### config.mk
export PLATFORM = sky130hd
export DESIGN_NAME = reg_ctx_sequencer
export DESIGN_NICKNAME = d
export VERILOG_FILES = /design/src/rtl/reg_ctx_sequencer.sv
export SDC_FILE = /design/constraint.sdc
export NUM_CORES = 1
export LEC_CHECK = 0
export CAP_MARGIN = 10
export CORE_ASPECT_RATIO = 1.4
export CORE_MARGIN = 2
export CORE_UTILIZATION = 45
export CTS_BUF_LIST = sky130_fd_sc_hd__clkbuf_16
export CTS_CLUSTER_SIZE = 28
export DETAILED_ROUTE_END_ITERATION = 8
export PLACE_DENSITY = 0.87
export SLEW_MARGIN = 20
export SYNTH_ARGS = -nofsm -noshare
export SYNTH_HDL_FRONTEND = slang
export SYNTH_SLANG_ARGS = --single-unit
### constraint.sdc
create_clock -name clk -period 3.9 [get_ports clk]
set_input_delay 0.39 -clock clk [delete_from_list [all_inputs] [get_ports clk]]
set_output_delay 0.39 -clock clk [all_outputs]
set_load 0.01 [all_outputs]
### src/rtl/reg_ctx_sequencer.sv
// reg_ctx_sequencer: context save/restore sequencer between the 16x8 register file and a data-memory stack
//
// Saves registers FIRST_REG..NUM_REGS-1 onto a downward-growing stack on save_req
// and pops them back (LIFO) on restore_req. While busy it owns register-file read
// port A and the register-file write port.
//
// Optional feature: define REG_CTX_STACK_GUARD_EN to refuse requests that would
// overflow/underflow the stack and flag them on the sticky err output.
//
// Ports:
//   clk, reset                 clock, synchronous active-low reset
//   save_req, restore_req      start requests, sampled only in IDLE
//   busy, done, err, sp        status: busy in SAVE/RESTORE, done pulse, guard error, stack pointer
//   rf_read_addr/rf_read_data  register-file read port A
//   rf_write_*                 register-file write port
//   mem_*                      data-memory request/response
module reg_ctx_sequencer #(
    parameter int         NUM_REGS  = 16,
    parameter int         FIRST_REG = 0,
    parameter logic [7:0] SP_RESET  = 8'hFF
) (
    input  logic       clk,
    input  logic       reset,
    input  logic       save_req,
    input  logic       restore_req,
    output logic       busy,
    output logic       done,
    output logic       err,
    output logic [7:0] sp,
    output logic [3:0] rf_read_addr,
    input  logic [7:0] rf_read_data,
    output logic [3:0] rf_write_addr,
    output logic [7:0] rf_write_data,
    output logic       rf_write_enable,
    output logic [7:0] mem_addr,
    output logic [7:0] mem_wdata,
    output logic       mem_we,
    output logic       mem_re,
    input  logic [7:0] mem_rdata,
    input  logic       mem_ready
);
    localparam int         C     = NUM_REGS - FIRST_REG;
    localparam logic [3:0] FIRST = 4'(FIRST_REG);
    localparam logic [3:0] LAST  = 4'(NUM_REGS - 1);

    typedef enum logic [1:0] {IDLE, SAVE, RESTORE, DONE} state_t;

    state_t     state_q;
    logic [7:0] sp_q;
    logic [3:0] idx_q;
    logic       err_q;
    logic       save_ok;
    logic       restore_ok;
    logic       in_save;
    logic       in_restore;

`ifdef REG_CTX_STACK_GUARD_EN
    // Compare in 9 bits so the room/underflow checks never wrap.
    assign save_ok    = ({1'b0, sp_q} + 9'd1) >= 9'(C);
    assign restore_ok = ({1'b0, sp_q} + 9'(C)) <= 9'h0FF;
`else
    assign save_ok    = 1'b1;
    assign restore_ok = 1'b1;
`endif

    always_ff @(posedge clk) begin
        if (!reset) begin
            state_q <= IDLE;
            sp_q    <= SP_RESET;
            idx_q   <= 4'd0;
            err_q   <= 1'b0;
        end else begin
            case (state_q)
                IDLE: begin
                    if (save_req) begin
                        if (save_ok) begin
                            state_q <= SAVE;
                            idx_q   <= FIRST;
                            err_q   <= 1'b0;
                        end else begin
                            err_q <= 1'b1;
                        end
                    end else if (restore_req) begin
                        if (restore_ok) begin
                            state_q <= RESTORE;
                            idx_q   <= LAST;
                            err_q   <= 1'b0;
                        end else begin
                            err_q <= 1'b1;
                        end
                    end
                end
                SAVE: begin
                    if (mem_ready) begin
                        sp_q  <= sp_q - 8'd1;
                        idx_q <= idx_q + 4'd1;
                        if (idx_q == LAST) state_q <= DONE;
                    end
                end
                RESTORE: begin
                    if (mem_ready) begin
                        sp_q  <= sp_q + 8'd1;
                        idx_q <= idx_q - 4'd1;
                        if (idx_q == FIRST) state_q <= DONE;
                    end
                end
                default: state_q <= IDLE;
            endcase
        end
    end

    // Outputs are decoded from registered state; gating with reset makes an
    // abort take effect in the very cycle reset is asserted (no further writes).
    assign in_save         = (state_q == SAVE) && reset;
    assign in_restore      = (state_q == RESTORE) && reset;
    assign busy            = in_save || in_restore;
    assign done            = (state_q == DONE) && reset;
    assign err             = err_q;
    assign sp              = sp_q;
    assign rf_read_addr    = in_save ? idx_q : 4'd0;
    assign mem_addr        = in_save ? sp_q : in_restore ? sp_q + 8'd1 : 8'd0;
    assign mem_wdata       = in_save ? rf_read_data : 8'd0;
    assign mem_we          = in_save;
    assign mem_re          = in_restore;
    assign rf_write_enable = in_restore && mem_ready;
    assign rf_write_addr   = rf_write_enable ? idx_q : 4'd0;
    assign rf_write_data   = rf_write_enable ? mem_rdata : 8'd0;
endmodule

# Yosys cells after proc, flatten, opt, wreduce, memory -nomap -nowiden
# Index checks and enable logic that the tools add are counted.
[totals]
reg_bits = 15
input_bits = 21
wordCells = 54
[classes]
add_sub_neg = 4
n_eq_ne = 9
n_mux = 23
n_reduce_logical = 14
[op_table]
columns = ["cell", "count"]
rows = [
  ["2-to-1 mux 8 bit", 6],
  ["2-to-1 mux 4 bit", 6],
  ["case mux 8 bit (2 select lines)", 1],
  ["2-to-1 mux 2 bit", 6],
  ["case mux 4 bit (3 select lines)", 1],
  ["adder 8 x 1 -> 8 bit (second input constant)", 1],
  ["!= test 2 bit (second input constant)", 4],
  ["subtractor 8 x 1 -> 8 bit (second input constant)", 1],
  ["case mux 2 bit (3 select lines)", 1],
  ["AND reduction 5 bit", 1],
  ["adder 4 x 1 -> 4 bit (second input constant)", 1],
  ["== test 2 bit (second input constant)", 2],
  ["== test 4 bit (second input constant)", 1],
  ["logical AND 1 bit", 4],
  ["zero test 4 bit", 1],
  ["AND reduction 4 bit", 1],
  ["nonzero test 2 bit", 2],
  ["subtractor 4 x 1 -> 4 bit (second input constant)", 1],
  ["!= test 3 bit (second input constant)", 1],
  ["AND reduction 3 bit", 1],
  ["nonzero test 3 bit", 1],
  ["== test 2 x 1 -> 1 bit (second input constant)", 1],
  ["zero test 2 bit", 1],
  ["2-to-1 mux 1 bit", 2],
  ["2 further kinds", 2],
]

# Depth between registers and ports, before layout
[logic_depth]
ltp_word = 4
ltp_mapped = 10
ltp_nobuf = 8

# Worst setup path before layout
# No wires, ideal clock.
[synth_path]
kind = "register -> register"
from = "register state_q[0]"
to = "register idx_q[2]"
setup_ns = 0.146
arrival_time_ns = 1.776
setup_slack_ns = 1.978
stages_incl_launch_ff = 11
period_less_slack_ns = 1.922
path_cell_list = "dfxtp_1 > inv_1 > ha_1 > buf_2 > buf_1 > xor2_1 > ha_1 > a21oi_1 > xnor2_1 > o2111ai_1 > o21ai_0"
[synth_via]
elab_chain_len = 3
word_cells_on_any_way = 9
cone_classes = "eq/ne: 5; mux: 1; reduce/logical: 3"
[synth_lines]
columns = ["element", "line", "source"]
rows = [
  ["start: declaration", "48", "state_t state_q;"],
  ["start signal: assignment", "68", "state_q <= IDLE;"],
  ["start signal: assignment", "77", "state_q <= SAVE;"],
  ["start signal: assignment", "85", "state_q <= RESTORE;"],
  ["== test 2 bit (tied with other cells)", "73", "case (state_q)"],
  ["!= test 2 bit (no line) (tied with other cells)", "n/a", ""],
  ["AND reduction 4 bit (no line)", "n/a", ""],
  ["end signal: assignment", "96", "idx_q <= idx_q + 4'd1;"],
  ["end signal: assignment", "103", "idx_q <= idx_q - 4'd1;"],
  ["end: declaration", "50", "logic [3:0] idx_q;"],
]
# Parallel ways exist; a longest one is shown, timed or not.
# A chain may end at the register's enable or synchronous reset.

# Worst setup path after layout
[layout_path]
from = "register state_q[1]"
to = "output mem_addr[7]"
[layout_via]
elab_chain_len = 4
word_cells_on_any_way = 6
cone_classes = "eq/ne: 2; mux: 2; reduce/logical: 2"
[layout_lines]
columns = ["element", "line", "source"]
rows = [
  ["== test 2 bit", "115", "assign in_restore = (state_q == RESTORE) && reset;"],
  ["logical AND 1 bit", "115", ""],
  ["2-to-1 mux 8 bit", "121", "assign mem_addr = in_save ? sp_q : in_restore ? sp_q + 8'd1 : 8'd0;"],
  ["2-to-1 mux 8 bit (*)", "121", ""],
  ["end: declaration", "35", "output logic [7:0] mem_addr,"],
]
# Every way passes the cells marked *; elsewhere a longest branch is shown, timed or not.

==> results.ini <==
[status]
status = completed

[detailed_routing]
antenna_left = 0
drc = 0
vias_per_cell = 5.50
drt_iter0_drc = 44
drt-pass1-iter-count = 4
wl_um = 3870
wire_per_inst_um = 13.5
vias = 1579

[clock_network]
cts_made_buffers = 3
cts_root_buf = clkbuf_16
cts_tree = built
clk_path_buf_depth = 2
postCtsSetupBuffers = 0
cts.clk_slew.worst_paths_ns = 0.05
clock_latency_ns = 0.25
cts_sinks = 14
cts_resized = 0
holdBufCountCts = 0
htree_levels = 1

[setup_path]
cp_slowest_stage_delay_ns = 0.59
crit_slowest_cell = clkdlybuf4s50_1
crit_buf_inv = 2
r2r_slack_ns = 1.63
r2r_cells = 6
critPathKind = flip-flop to output pin
r2r-start = state_q[1]
worstPathRequired_ns = 3.51
cp-end-kind = output pin
cp_max_fo = 18
critPathLaunchType = flip-flop
arrival_ns = 2.64
critPathTopFamily = buffers and inverters
path_cells = inv_1 > ha_1 > nand3b_1 > a31oi_1 > o21ai_0 > o31ai_1 > clkdlybuf4s50_1
r2r_end = idx_q[3]

[grt]
gr-usage-all-layers = 0.221
antenna_found_initial = 0
grt_max_degree = 20
grt_pass1_wl_um = 6430
grt_pass1_vias = 1422
grt.overflow.total = 0

[cells_and_area]
layout_commonest_cell = clkdlybuf4s50_1
seq_area_um2 = 280
layout-drive-gt1-share = 0.0484
multi_input_area_mm2 = 0.00104
nets = 278
diodes = 0
fillers = 268
area_growth_pct = 48.4
mostFrequentLayoutCells = clkdlybuf4s50_1, and2_1, o21ai_0, and3_1, dfxtp_1

[power]
p_leak_nw = 0.861
ir_worst_vdd_mv = 0.410
power_frac_comb = 0.622
p_seq_frac = 0.218
power.switching_uw = 538
p_clk_frac = 0.160
p_int_uw = 703
sw_frac_of_total = 0.434
p_per_area_mw_per_mm2 = 580

[flow_run]
cap_violations = 0

[floorplan]
die-area_mm2 = 0.00368
io_pins = 67
start_util = 0.466
core_mm2 = 0.00309
die_height_um = 71.0
row_count = 24
die_w_um = 51.8

[synthesis]
synth_edf_count = 0
async_flop_share = 0
syn_nets = 227
yosysWarnings = 0
postSynthCellCount = 198
seq_area_frac_synth = 0.194
ys_types = 45
synth_area_mm2 = 0.00144
synth-main-ff-cell = dfxtp_1
ys_seq_elements = 14
syn_area_per_cell_um2 = 7.28

[timing]
fin_setup_tns_ns = 0
slew_headroom = 0.477
rsz0062_at_grt = false
post-route-min-period_ns = 3.03
period_share = 0.777
fin_skew_ns = 0.00370
hold_slack_ns = 0.558
hold_viol = 0
fmax_mhz = 330
tightest_slew_ns = 0.779
slew_violations = 0
finalSetupViolations = 0

[placement]
portBuffers = 65
place.gp.congestion = 0.796
dp_hpwl_um = 2820

[hold_path]
hold_path.class = flip-flop to flip-flop
hold_end = sp[7]
min_path_cells = 2
hp-start = sp[7]

## power by group through the flow
stage               clock [mW]  sequential [mW]  combinational [mW]
finish                   0.199            0.270               0.772
global route             0.205            0.281               0.856
CTS                      0.199            0.268               0.773
detailed placement           0            0.271               0.766
global placement             0            0.268               0.750
floorplan                    0            0.227               0.568
## how the worst max path moves through the flow
stage / startpoint / to / slack, ns / depth (start not counted)
after global routing: state_q[1] / mem_addr[7] / 0.61 / 7
final: state_q[1] / mem_addr[7] / 0.87 / 7
after global placement: reset / mem_addr[7] / 1.01 / 6
after floorplan: state_q[0] / idx_q[2] / 1.98 / 10
after CTS: state_q[1] / mem_addr[7] / 0.86 / 7
after detailed placement: reset / mem_addr[7] / 0.92 / 6
## routing by layer
layer	routed length [um]	GRT usage	up-vias
li1	-	-	799
met1	1640	0.264	740
met2	2080	0.397	36
met3	99	0.0190	4
met4	44	0.0819	0
met5	0	0	-
## synthesized netlist by cell type, types with 2 or more instances
cell | count | area, um^2
a21oi_1 | 13 | 65.1
a31oi_1 | 3 | 18.8
and2_1 | 16 | 100
and3_1 | 14 | 87.6
buf_2 | 4 | 20.0
clkbuf_1 | 14 | 52.6
dfxtp_1 | 14 | 280
ha_1 | 8 | 100
inv_1 | 8 | 30.0
mux2_2 | 3 | 33.8
mux2i_1 | 4 | 40.0
nand2_1 | 11 | 41.3
nand2b_1 | 6 | 37.5
nand3_1 | 6 | 30.0
nand3b_1 | 5 | 37.5
nand4_1 | 4 | 25.0
nor2_1 | 10 | 37.5
nor2b_1 | 2 | 12.5
nor3_1 | 3 | 15.0
o2111ai_1 | 2 | 17.5
o211ai_1 | 2 | 15.0
o21ai_0 | 16 | 80.1
o31ai_1 | 4 | 30.0
or3_1 | 2 | 12.5
xnor2_1 | 2 | 17.5
xor2_1 | 3 | 26.3
## cell families after synthesis
family / count (synthesis) / synth area share
simple gates: 87 / 0.350
compound gates: 47 / 0.215
buf+inv: 29 / 0.0868
flops: 14 / 0.194
fa+ha+maj: 8 / 0.0694
mux: 7 / 0.0512
xor+xnor: 5 / 0.0304
other cells: 1 / 0.00260
## sequential cells by signal, indices dropped and copies added (netlist names)
name	flops
idx_q	4
sp	8
state_q	2
## per-stage QoR
stage / setup slack [ns] / instance area [um^2] / utilization / std cells / total power [mW]
6_report: 0.869 / 2140 / 0.692 / 287 / 1.24
5_1_grt: 0.609 / 2140 / 0.692 / 287 / 1.34
4_1_cts: 0.861 / 2140 / 0.692 / 287 / 1.24
3_5_place_dp: 0.923 / 2060 / 0.666 / 283 / 1.04
3_3_place_gp: 1.01 / 2060 / 0.666 / 283 / 1.02
2_1_floorplan: 1.98 / 1440 / - / 198 / 0.795
## area by class of cell
class,instances,area share
repair buffers,67,0.311
flip-flops and latches,14,0.131
clock buffers,3,0.0351
inverters,8,0.0140
multi-input cells,155,0.484
clock inverters,1,0.00175
well taps,39,0.0228
## worst register-to-register path: stages (launching register included)
cell     delay (ns)
dfxtp_1        0.39
inv_1          0.09
ha_1           0.38
o21ba_2        0.32
nor3_1         0.61
mux2i_1        0.27
a31oi_1        0.10
(Power assumes the default switching activity.)
